File: src/rtl/tlc5620_pkg.sv
// -----------------------------------------------------------------------------
// tlc5620_pkg
// Shared types and constants for the TLC5620 channel scheduler.
//   state_e        : scheduler FSM states (ST_LDAC only with TLC5620_SIMUL_UPDATE_EN)
//   FRAME_BITS     : bits per DAC frame (A1 A0 RNG D7..D0)
//   NUM_CH         : number of DAC channels / requesters
//   CH_A..CH_D     : DAC channel addresses
//   BIT_CNT_W      : width of the in-frame bit counter
//   pack_frame()   : builds the 11-bit frame, MSB shifted first
//   onehot_to_idx(): converts a one-hot grant into a channel index
// -----------------------------------------------------------------------------
package tlc5620_pkg;

    typedef enum logic [2:0] {
        ST_IDLE,
        ST_SHIFT,
        ST_LOAD,
        ST_GAP
`ifdef TLC5620_SIMUL_UPDATE_EN
        , ST_LDAC
`endif
    } state_e;

    localparam int FRAME_BITS = 11;
    localparam int NUM_CH     = 4;
    localparam int BIT_CNT_W  = $clog2(FRAME_BITS);

    localparam logic [1:0] CH_A = 2'd0;
    localparam logic [1:0] CH_B = 2'd1;
    localparam logic [1:0] CH_C = 2'd2;
    localparam logic [1:0] CH_D = 2'd3;

    function automatic logic [FRAME_BITS-1:0] pack_frame(input logic [1:0] addr,
                                                        input logic       rng,
                                                        input logic [7:0] code);
        return {addr, rng, code};
    endfunction

    function automatic logic [1:0] onehot_to_idx(input logic [NUM_CH-1:0] oh);
        logic [1:0] idx;
        idx = '0;
        for (int i = 0; i < NUM_CH; i++) begin
            if (oh[i]) idx = idx | 2'(i);
        end
        return idx;
    endfunction

endpackage

File: src/rtl/tlc5620_rr_arb4.sv
// -----------------------------------------------------------------------------
// tlc5620_rr_arb4
// Combinational 4-way round-robin arbiter. The search starts one above the
// last winner (ptr_i) and wraps, so the last winner has the lowest priority.
// Ports:
//   req_i   [3:0] : pending requests
//   ptr_i   [1:0] : index of the previous winner
//   gnt_o   [3:0] : one-hot grant (all zero when nothing is pending)
//   valid_o       : at least one request is pending
// -----------------------------------------------------------------------------
module tlc5620_rr_arb4
    import tlc5620_pkg::*;
(
    input  logic [NUM_CH-1:0] req_i,
    input  logic [1:0]        ptr_i,
    output logic [NUM_CH-1:0] gnt_o,
    output logic              valid_o
);

    logic [1:0] idx;
    logic       found;

    // NOTE: every signal written in an always_comb gets a default first;
    // a path that leaves one unassigned would infer a latch.
    always_comb begin
        gnt_o = '0;
        found = 1'b0;
        idx   = '0;
        // 2-bit addition wraps modulo 4; k = 4 lands back on ptr_i itself.
        for (int k = 1; k <= NUM_CH; k++) begin
            idx = ptr_i + 2'(k);
            if (!found && req_i[idx]) begin
                gnt_o[idx] = 1'b1;
                found      = 1'b1;
            end
        end
        valid_o = found;
    end

endmodule

File: src/rtl/tlc5620_ch_sched.sv
// -----------------------------------------------------------------------------
// tlc5620_ch_sched
// Shares one TLC5620 quad serial DAC among four requesters. A round-robin
// winner is acknowledged, its 11-bit frame (A1 A0 RNG D7..D0) is shifted out
// MSB first, LOAD is pulsed, and a gap is inserted before the next frame.
// Optional feature (macro TLC5620_SIMUL_UPDATE_EN): LDAC idles high and is
// pulsed once after the gap when no request is pending, so every channel
// written in a burst updates together. Without it LDAC is tied low.
// Parameters:
//   CLK_DIV : clk cycles per DAC clock half-period (2..255)
//   GAP_CYC : idle cycles after LOAD (1..255)
// Ports:
//   clk, rst       : clock, asynchronous active-low reset
//   req  [3:0]     : per-channel request (bit i = DAC channel i)
//   code [31:0]    : per-channel code, channel i at [8i+7:8i]
//   rng  [3:0]     : per-channel range bit
//   ack  [3:0]     : one-cycle one-hot grant; code/rng captured here
//   busy           : high from the ack cycle until back in IDLE
//   done           : one-cycle pulse on the last gap cycle
//   dac_clk, dac_data, load, ldac : TLC5620 pins (load/ldac active-low)
//   last_code [31:0]: last code sent per channel (display path)
// -----------------------------------------------------------------------------
module tlc5620_ch_sched
    import tlc5620_pkg::*;
#(
    parameter int unsigned CLK_DIV = 4,
    parameter int unsigned GAP_CYC = 4
) (
    input  logic                clk,
    input  logic                rst,
    input  logic [NUM_CH-1:0]   req,
    input  logic [8*NUM_CH-1:0] code,
    input  logic [NUM_CH-1:0]   rng,
    output logic [NUM_CH-1:0]   ack,
    output logic                busy,
    output logic                done,
    output logic                dac_clk,
    output logic                dac_data,
    output logic                load,
    output logic                ldac,
    output logic [8*NUM_CH-1:0] last_code
);

    // Wide enough for one full bit period (2*255-1).
    localparam int CNT_W = 9;

    localparam logic [CNT_W-1:0]     BIT_LAST     = CNT_W'(2 * CLK_DIV - 1);
    localparam logic [CNT_W-1:0]     HALF         = CNT_W'(CLK_DIV);
    localparam logic [CNT_W-1:0]     DIV_LAST     = CNT_W'(CLK_DIV - 1);
    localparam logic [CNT_W-1:0]     GAP_LAST     = CNT_W'(GAP_CYC - 1);
    localparam logic [BIT_CNT_W-1:0] BIT_IDX_LAST = BIT_CNT_W'(FRAME_BITS - 1);

    state_e                  state_q, state_d;
    logic [CNT_W-1:0]        cnt_q, cnt_d;
    logic [BIT_CNT_W-1:0]    bit_q, bit_d;
    logic [FRAME_BITS-1:0]   frame_q, frame_d;
    logic [1:0]              ptr_q, ptr_d;
    logic [NUM_CH-1:0]       ack_q, ack_d;
    logic [8*NUM_CH-1:0]     last_code_q, last_code_d;

    logic [NUM_CH-1:0]       arb_gnt;
    logic                    arb_valid;
    logic [1:0]              g_idx;
    logic                    start;
    logic                    shift_end;

    tlc5620_rr_arb4 u_arb (
        .req_i   (req),
        .ptr_i   (ptr_q),
        .gnt_o   (arb_gnt),
        .valid_o (arb_valid)
    );

    assign g_idx     = onehot_to_idx(arb_gnt);
    // Requests are only looked at in IDLE; anything seen elsewhere is ignored.
    assign start     = (state_q == ST_IDLE) && arb_valid;
    assign shift_end = (state_q == ST_SHIFT) && (cnt_q == BIT_LAST);

    // ---------------- state register ----------------
    // NOTE: sequential state uses non-blocking assignments only, so every
    // register samples the pre-edge values regardless of statement order.
    // NOTE: last_code is reset along with the control state so the display
    // path shows a defined value before the first frame.
    always_ff @(posedge clk or negedge rst) begin
        if (!rst) begin
            state_q     <= ST_IDLE;
            cnt_q       <= '0;
            bit_q       <= '0;
            frame_q     <= '0;
            ptr_q       <= CH_D;
            ack_q       <= '0;
            last_code_q <= '0;
        end else begin
            state_q     <= state_d;
            cnt_q       <= cnt_d;
            bit_q       <= bit_d;
            frame_q     <= frame_d;
            ptr_q       <= ptr_d;
            ack_q       <= ack_d;
            last_code_q <= last_code_d;
        end
    end

    // ---------------- next-state logic ----------------
    always_comb begin
        state_d = state_q;
        case (state_q)
            ST_IDLE:  if (arb_valid) state_d = ST_SHIFT;
            ST_SHIFT: if (shift_end && bit_q == BIT_IDX_LAST) state_d = ST_LOAD;
            ST_LOAD:  if (cnt_q == DIV_LAST) state_d = ST_GAP;
            ST_GAP: begin
                if (cnt_q == GAP_LAST) begin
`ifdef TLC5620_SIMUL_UPDATE_EN
                    // Defer the output update while more frames are queued.
                    state_d = (req == '0) ? ST_LDAC : ST_IDLE;
`else
                    state_d = ST_IDLE;
`endif
                end
            end
`ifdef TLC5620_SIMUL_UPDATE_EN
            ST_LDAC:  if (cnt_q == DIV_LAST) state_d = ST_IDLE;
`endif
            default:  state_d = ST_IDLE;
        endcase
    end

    // ---------------- datapath next values ----------------
    always_comb begin
        cnt_d       = cnt_q + 1'b1;
        bit_d       = bit_q;
        frame_d     = frame_q;
        ptr_d       = ptr_q;
        ack_d       = '0;
        last_code_d = last_code_q;

        // One counter serves every state: it restarts on each state change
        // and, in SHIFT, at every bit boundary.
        if (state_d != state_q || state_q == ST_IDLE || shift_end) begin
            cnt_d = '0;
        end

        if (state_q != ST_SHIFT) begin
            bit_d = '0;
        end else if (shift_end) begin
            bit_d = bit_q + 1'b1;
        end

        if (start) begin
            // Frame is captured on entry to SHIFT so A1 is already on the
            // data pin during the ack cycle.
            frame_d                          = pack_frame(g_idx, rng[g_idx],
                                                          code[{g_idx, 3'b000} +: 8]);
            ptr_d                            = g_idx;
            ack_d                            = arb_gnt;
            last_code_d[{g_idx, 3'b000} +: 8] = code[{g_idx, 3'b000} +: 8];
        end else if (shift_end) begin
            // Shift at the end of a bit: data moves on the DAC clock rising
            // edge, never on the falling (sampling) edge.
            frame_d = {frame_q[FRAME_BITS-2:0], 1'b0};
        end
    end

    // ---------------- outputs ----------------
    always_comb begin
        dac_clk  = 1'b1;
        dac_data = 1'b0;
        load     = 1'b1;
`ifdef TLC5620_SIMUL_UPDATE_EN
        ldac     = 1'b1;
`else
        ldac     = 1'b0;
`endif
        done     = 1'b0;
        busy     = (state_q != ST_IDLE);
        case (state_q)
            ST_SHIFT: begin
                dac_clk  = (cnt_q < HALF);
                dac_data = frame_q[FRAME_BITS-1];
            end
            ST_LOAD:  load = 1'b0;
            ST_GAP:   done = (cnt_q == GAP_LAST);
`ifdef TLC5620_SIMUL_UPDATE_EN
            ST_LDAC:  ldac = 1'b0;
`endif
            default:  ;
        endcase
    end

    assign ack       = ack_q;
    assign last_code = last_code_q;

endmodule

File: config.mk
export PLATFORM = sky130hd
export DESIGN_NAME = tlc5620_ch_sched
export DESIGN_NICKNAME = d
export VERILOG_FILES = /design/src/rtl/tlc5620_pkg.sv /design/src/rtl/tlc5620_rr_arb4.sv /design/src/rtl/tlc5620_ch_sched.sv
export SDC_FILE = /design/constraint.sdc
export NUM_CORES = 1
export LEC_CHECK = 0
export ABC_AREA = 1
export ABC_CLOCK_PERIOD_IN_PS = 3040
export BUFFER_PORTS_ARGS = -buffer_cell sky130_fd_sc_hd__buf_2
export CAP_MARGIN = 0
export CORE_UTILIZATION = 35
export CTS_BUF_LIST = sky130_fd_sc_hd__clkbuf_8
export CTS_CLUSTER_SIZE = 12
export DETAILED_ROUTE_END_ITERATION = 7
export PLACE_DENSITY = 0.69
export SKIP_CTS_REPAIR_TIMING = 1
export SKIP_LAST_GASP = 1
export SLEW_MARGIN = 25
export SYNTH_ARGS = -nofsm -noshare
export SYNTH_HDL_FRONTEND = slang
export SYNTH_SLANG_ARGS = --single-unit
File: constraint.sdc
create_clock -name clk -period 3.04 [get_ports clk]
set_input_delay 0.912 -clock clk [delete_from_list [all_inputs] [get_ports clk]]
set_output_delay 0.912 -clock clk [all_outputs]
set_load 0.02 [all_outputs]
==> reports/metrics.cfg <==
[outcome]
status=finished, final reports clean

[clock_tree]
cts_tree=built
clk_pin_slew_ns=0.07
clock_latency_ns=0.34
ctsRootBufferMaster=clkbuf_8
cts_buffer_depth=2
cts_buffers=9
cts.htree.levels=3
cts_num_sinks=65

[setup_path]
endpoint=last_code[3]
critPathArrivalTime_ns=3.05
critPathKind=flop to flop
worstRegToRegCells=17
regToRegSetupSlack_ns=0.26
startpoint_type=flop
reg2reg_to=last_code[3]
cp_max_fo=11
worstPathRequired_ns=3.32
cp-startpoint=ptr_q[0]
r2r_start=ptr_q[0]
critPathCaptureType=flop

[detailed_routing]
wirelength_mm=9.800
drc=0
vias_per_cell=4.809
postRouteAntennaNets=0
wl_per_cell_um=13.21
drt_iter0_drc=197
drtPass1Iterations=4
vias=3568

[synthesis]
synth_top_family_by_area=simple AND/OR/NAND/NOR gates
synthMuxAreaShare_pct=0
synth_seq_cells=65
synthSimpleGateAreaFrac_pct=36.26
ys_types=37
synth_xor_area_share_pct=1.143
synthAdderAreaFrac_pct=4.900
ys_warn_count=0
synth_compound_area_share_pct=6.468
syn_area_per_cell_um2=7.599
ys_seq_area_share_pct=42.54
syn_inst=504
syn_area_um2=3830

[sta]
rsz0062_at_grt=no
hold_ws_ns=0.4839
setup_ws_ns=0.2640
worst_slew_pin_slew_ns=0.8069
slew_violations=0
layout_worst_path_cycle_share_pct=91.31
hold_violations=0
clock_skew_ns=0.009818
period_needed_ns=2.776
setup_viol=0
relSlewSlack_pct=46.21
clock.fmax_mhz=360.2
tns_ns=0

[run]
maxCapViolations=0

[grt]
grt.total_usage_pct=18.48
grt_pass1_vias=3593
antenna_found_initial=0
grt_overflow=0
grt_max_degree=35
grt_pass1_wl_mm=16.61

[floorplanning]
die_width_um=106.6
start_util_pct=36.61
core_area_um2=10460
die_h_um=106.6
boundaryPins=84
row_count=37
dieArea_um2=11360

[final_layout]
final_common_cell=nand2_1
final_cell_mix=nand2_1 (148), buf_2 (82), dfrtp_1 (63), inv_1 (60)
area_growth_syn_to_layout_pct=24.96
drive_gt1_share_pct=25.25
fin_nets=658
num_antenna_cells=0
fillCellCount=1072

[placed_design]
hpwlAfterDp_mm=7.277
port-buffer-count=82
place_ws_ns=0.1204
gp_congestion=0.8705

[worst_hold_path]
hold_class=flop to flop

## routing by layer
layer,vias to the layer above,track usage (%),wire length [um]
met3,15,5.532,534
li1,1799,-,-
met5,-,0,0
met2,103,30.60,4690
met4,0,6.654,191
met1,1651,22.73,4384
## worst min-delay path by stage
stage / cells after the start / start / end
after detailed placement: 2 / last_code[26] / last_code[26]
final: 2 / last_code[27] / last_code[27]
after CTS: 2 / last_code[8] / last_code[8]
after floorplan: 1 / cnt_q[0] / cnt_q[0]
after global placement: 1 / cnt_q[0] / cnt_q[0]
after global routing: 2 / last_code[26] / last_code[26]
## metrics by stage
stage               std cells  utilization, %  instance area, um^2
floorplan                 505               -                 3867
global placement          726           43.11                 4511
detailed placement        726           43.11                 4511
CTS                       742           45.74                 4786
global route              742           45.74                 4786
finish                    742           45.74                 4786
## registers in the layout, indices dropped and copies added (netlist names)
signal and count:
frame_q 11, state_q 3, bit_q 4, cnt_q 9, ptr_q 2, ack 4
last_code 32
## worst max-delay path, cell delays in order, from the launching register on
cell and delay (ns):
dfstp_2 0.54, inv_2 0.11, ha_4 0.30, inv_1 0.05, nand3_2 0.09, nand2_4 0.09
nand2_2 0.11, inv_2 0.05, nand3_1 0.09, nand2_2 0.11, nor2_8 0.14, nand2_4 0.08
inv_2 0.13, ha_1 0.19, nand2_1 0.11, nor3_4 0.34, nand2_1 0.09, nand2_1 0.07
## kinds of logic after synthesis
family | after synthesis
DFF | 65
other | 1
and+or+nand+nor | 291
AOI/OAI and AO/OA | 45
xor gates and xnor gates | 5
buffers and inverters | 82
adders and majority gates | 15
## cell type report
type / count / area, um^2 / share of cell area, %
Clock inverter: 6 / 137.6 / 2.876
Sequential cell: 65 / 1629 / 34.04
Multi-Input combinational cell: 358 / 1909 / 39.90
Inverter: 69 / 259.0 / 5.412
Tap cell: 136 / 170.2 / 3.556
Timing Repair Buffer: 98 / 543.0 / 11.35
Clock buffer: 10 / 137.6 / 2.876
## Yosys cell counts
library cell    n  share of area (%)
nand3b_1        7                1.4
nand4_4         2                1.1
nor2_8          2                1.0
clkinv_1        2               0.20
or2_2           3               0.49
buf_6           1               0.29
clkbuf_1        3               0.29
nand2_2        11                1.8
xor2_1          3               0.69
inv_2           7               0.69
nand4_1        18                2.9
and3_1          1               0.16
o21ai_0        15                2.0
o21ai_1        14                1.8
a31oi_1         1               0.16
dfstp_2         2                1.4
nand3_2         2               0.52
buf_1           2               0.20
nor2_4          3               0.88
o31ai_4         1               0.56
dfrtp_1        63                 41
nand2_1       148                 15
conb_1          1              0.098
nor2_1         42                4.1
buf_4           2               0.39
xnor2_1         2               0.46
nand2_4         2               0.59
nand3_1        41                5.4
nor3_2          1               0.26
inv_1          60                5.9
o22ai_1         2               0.33
nor3_1          6               0.78
a21oi_1        11                1.4
ha_1           15                4.9
o211ai_1        1               0.20
buf_2           5               0.65
nor4_1          2               0.33
Power is not shown: default switching activity piles up to over one toggle a cycle in this logic, so the estimate is an artifact.
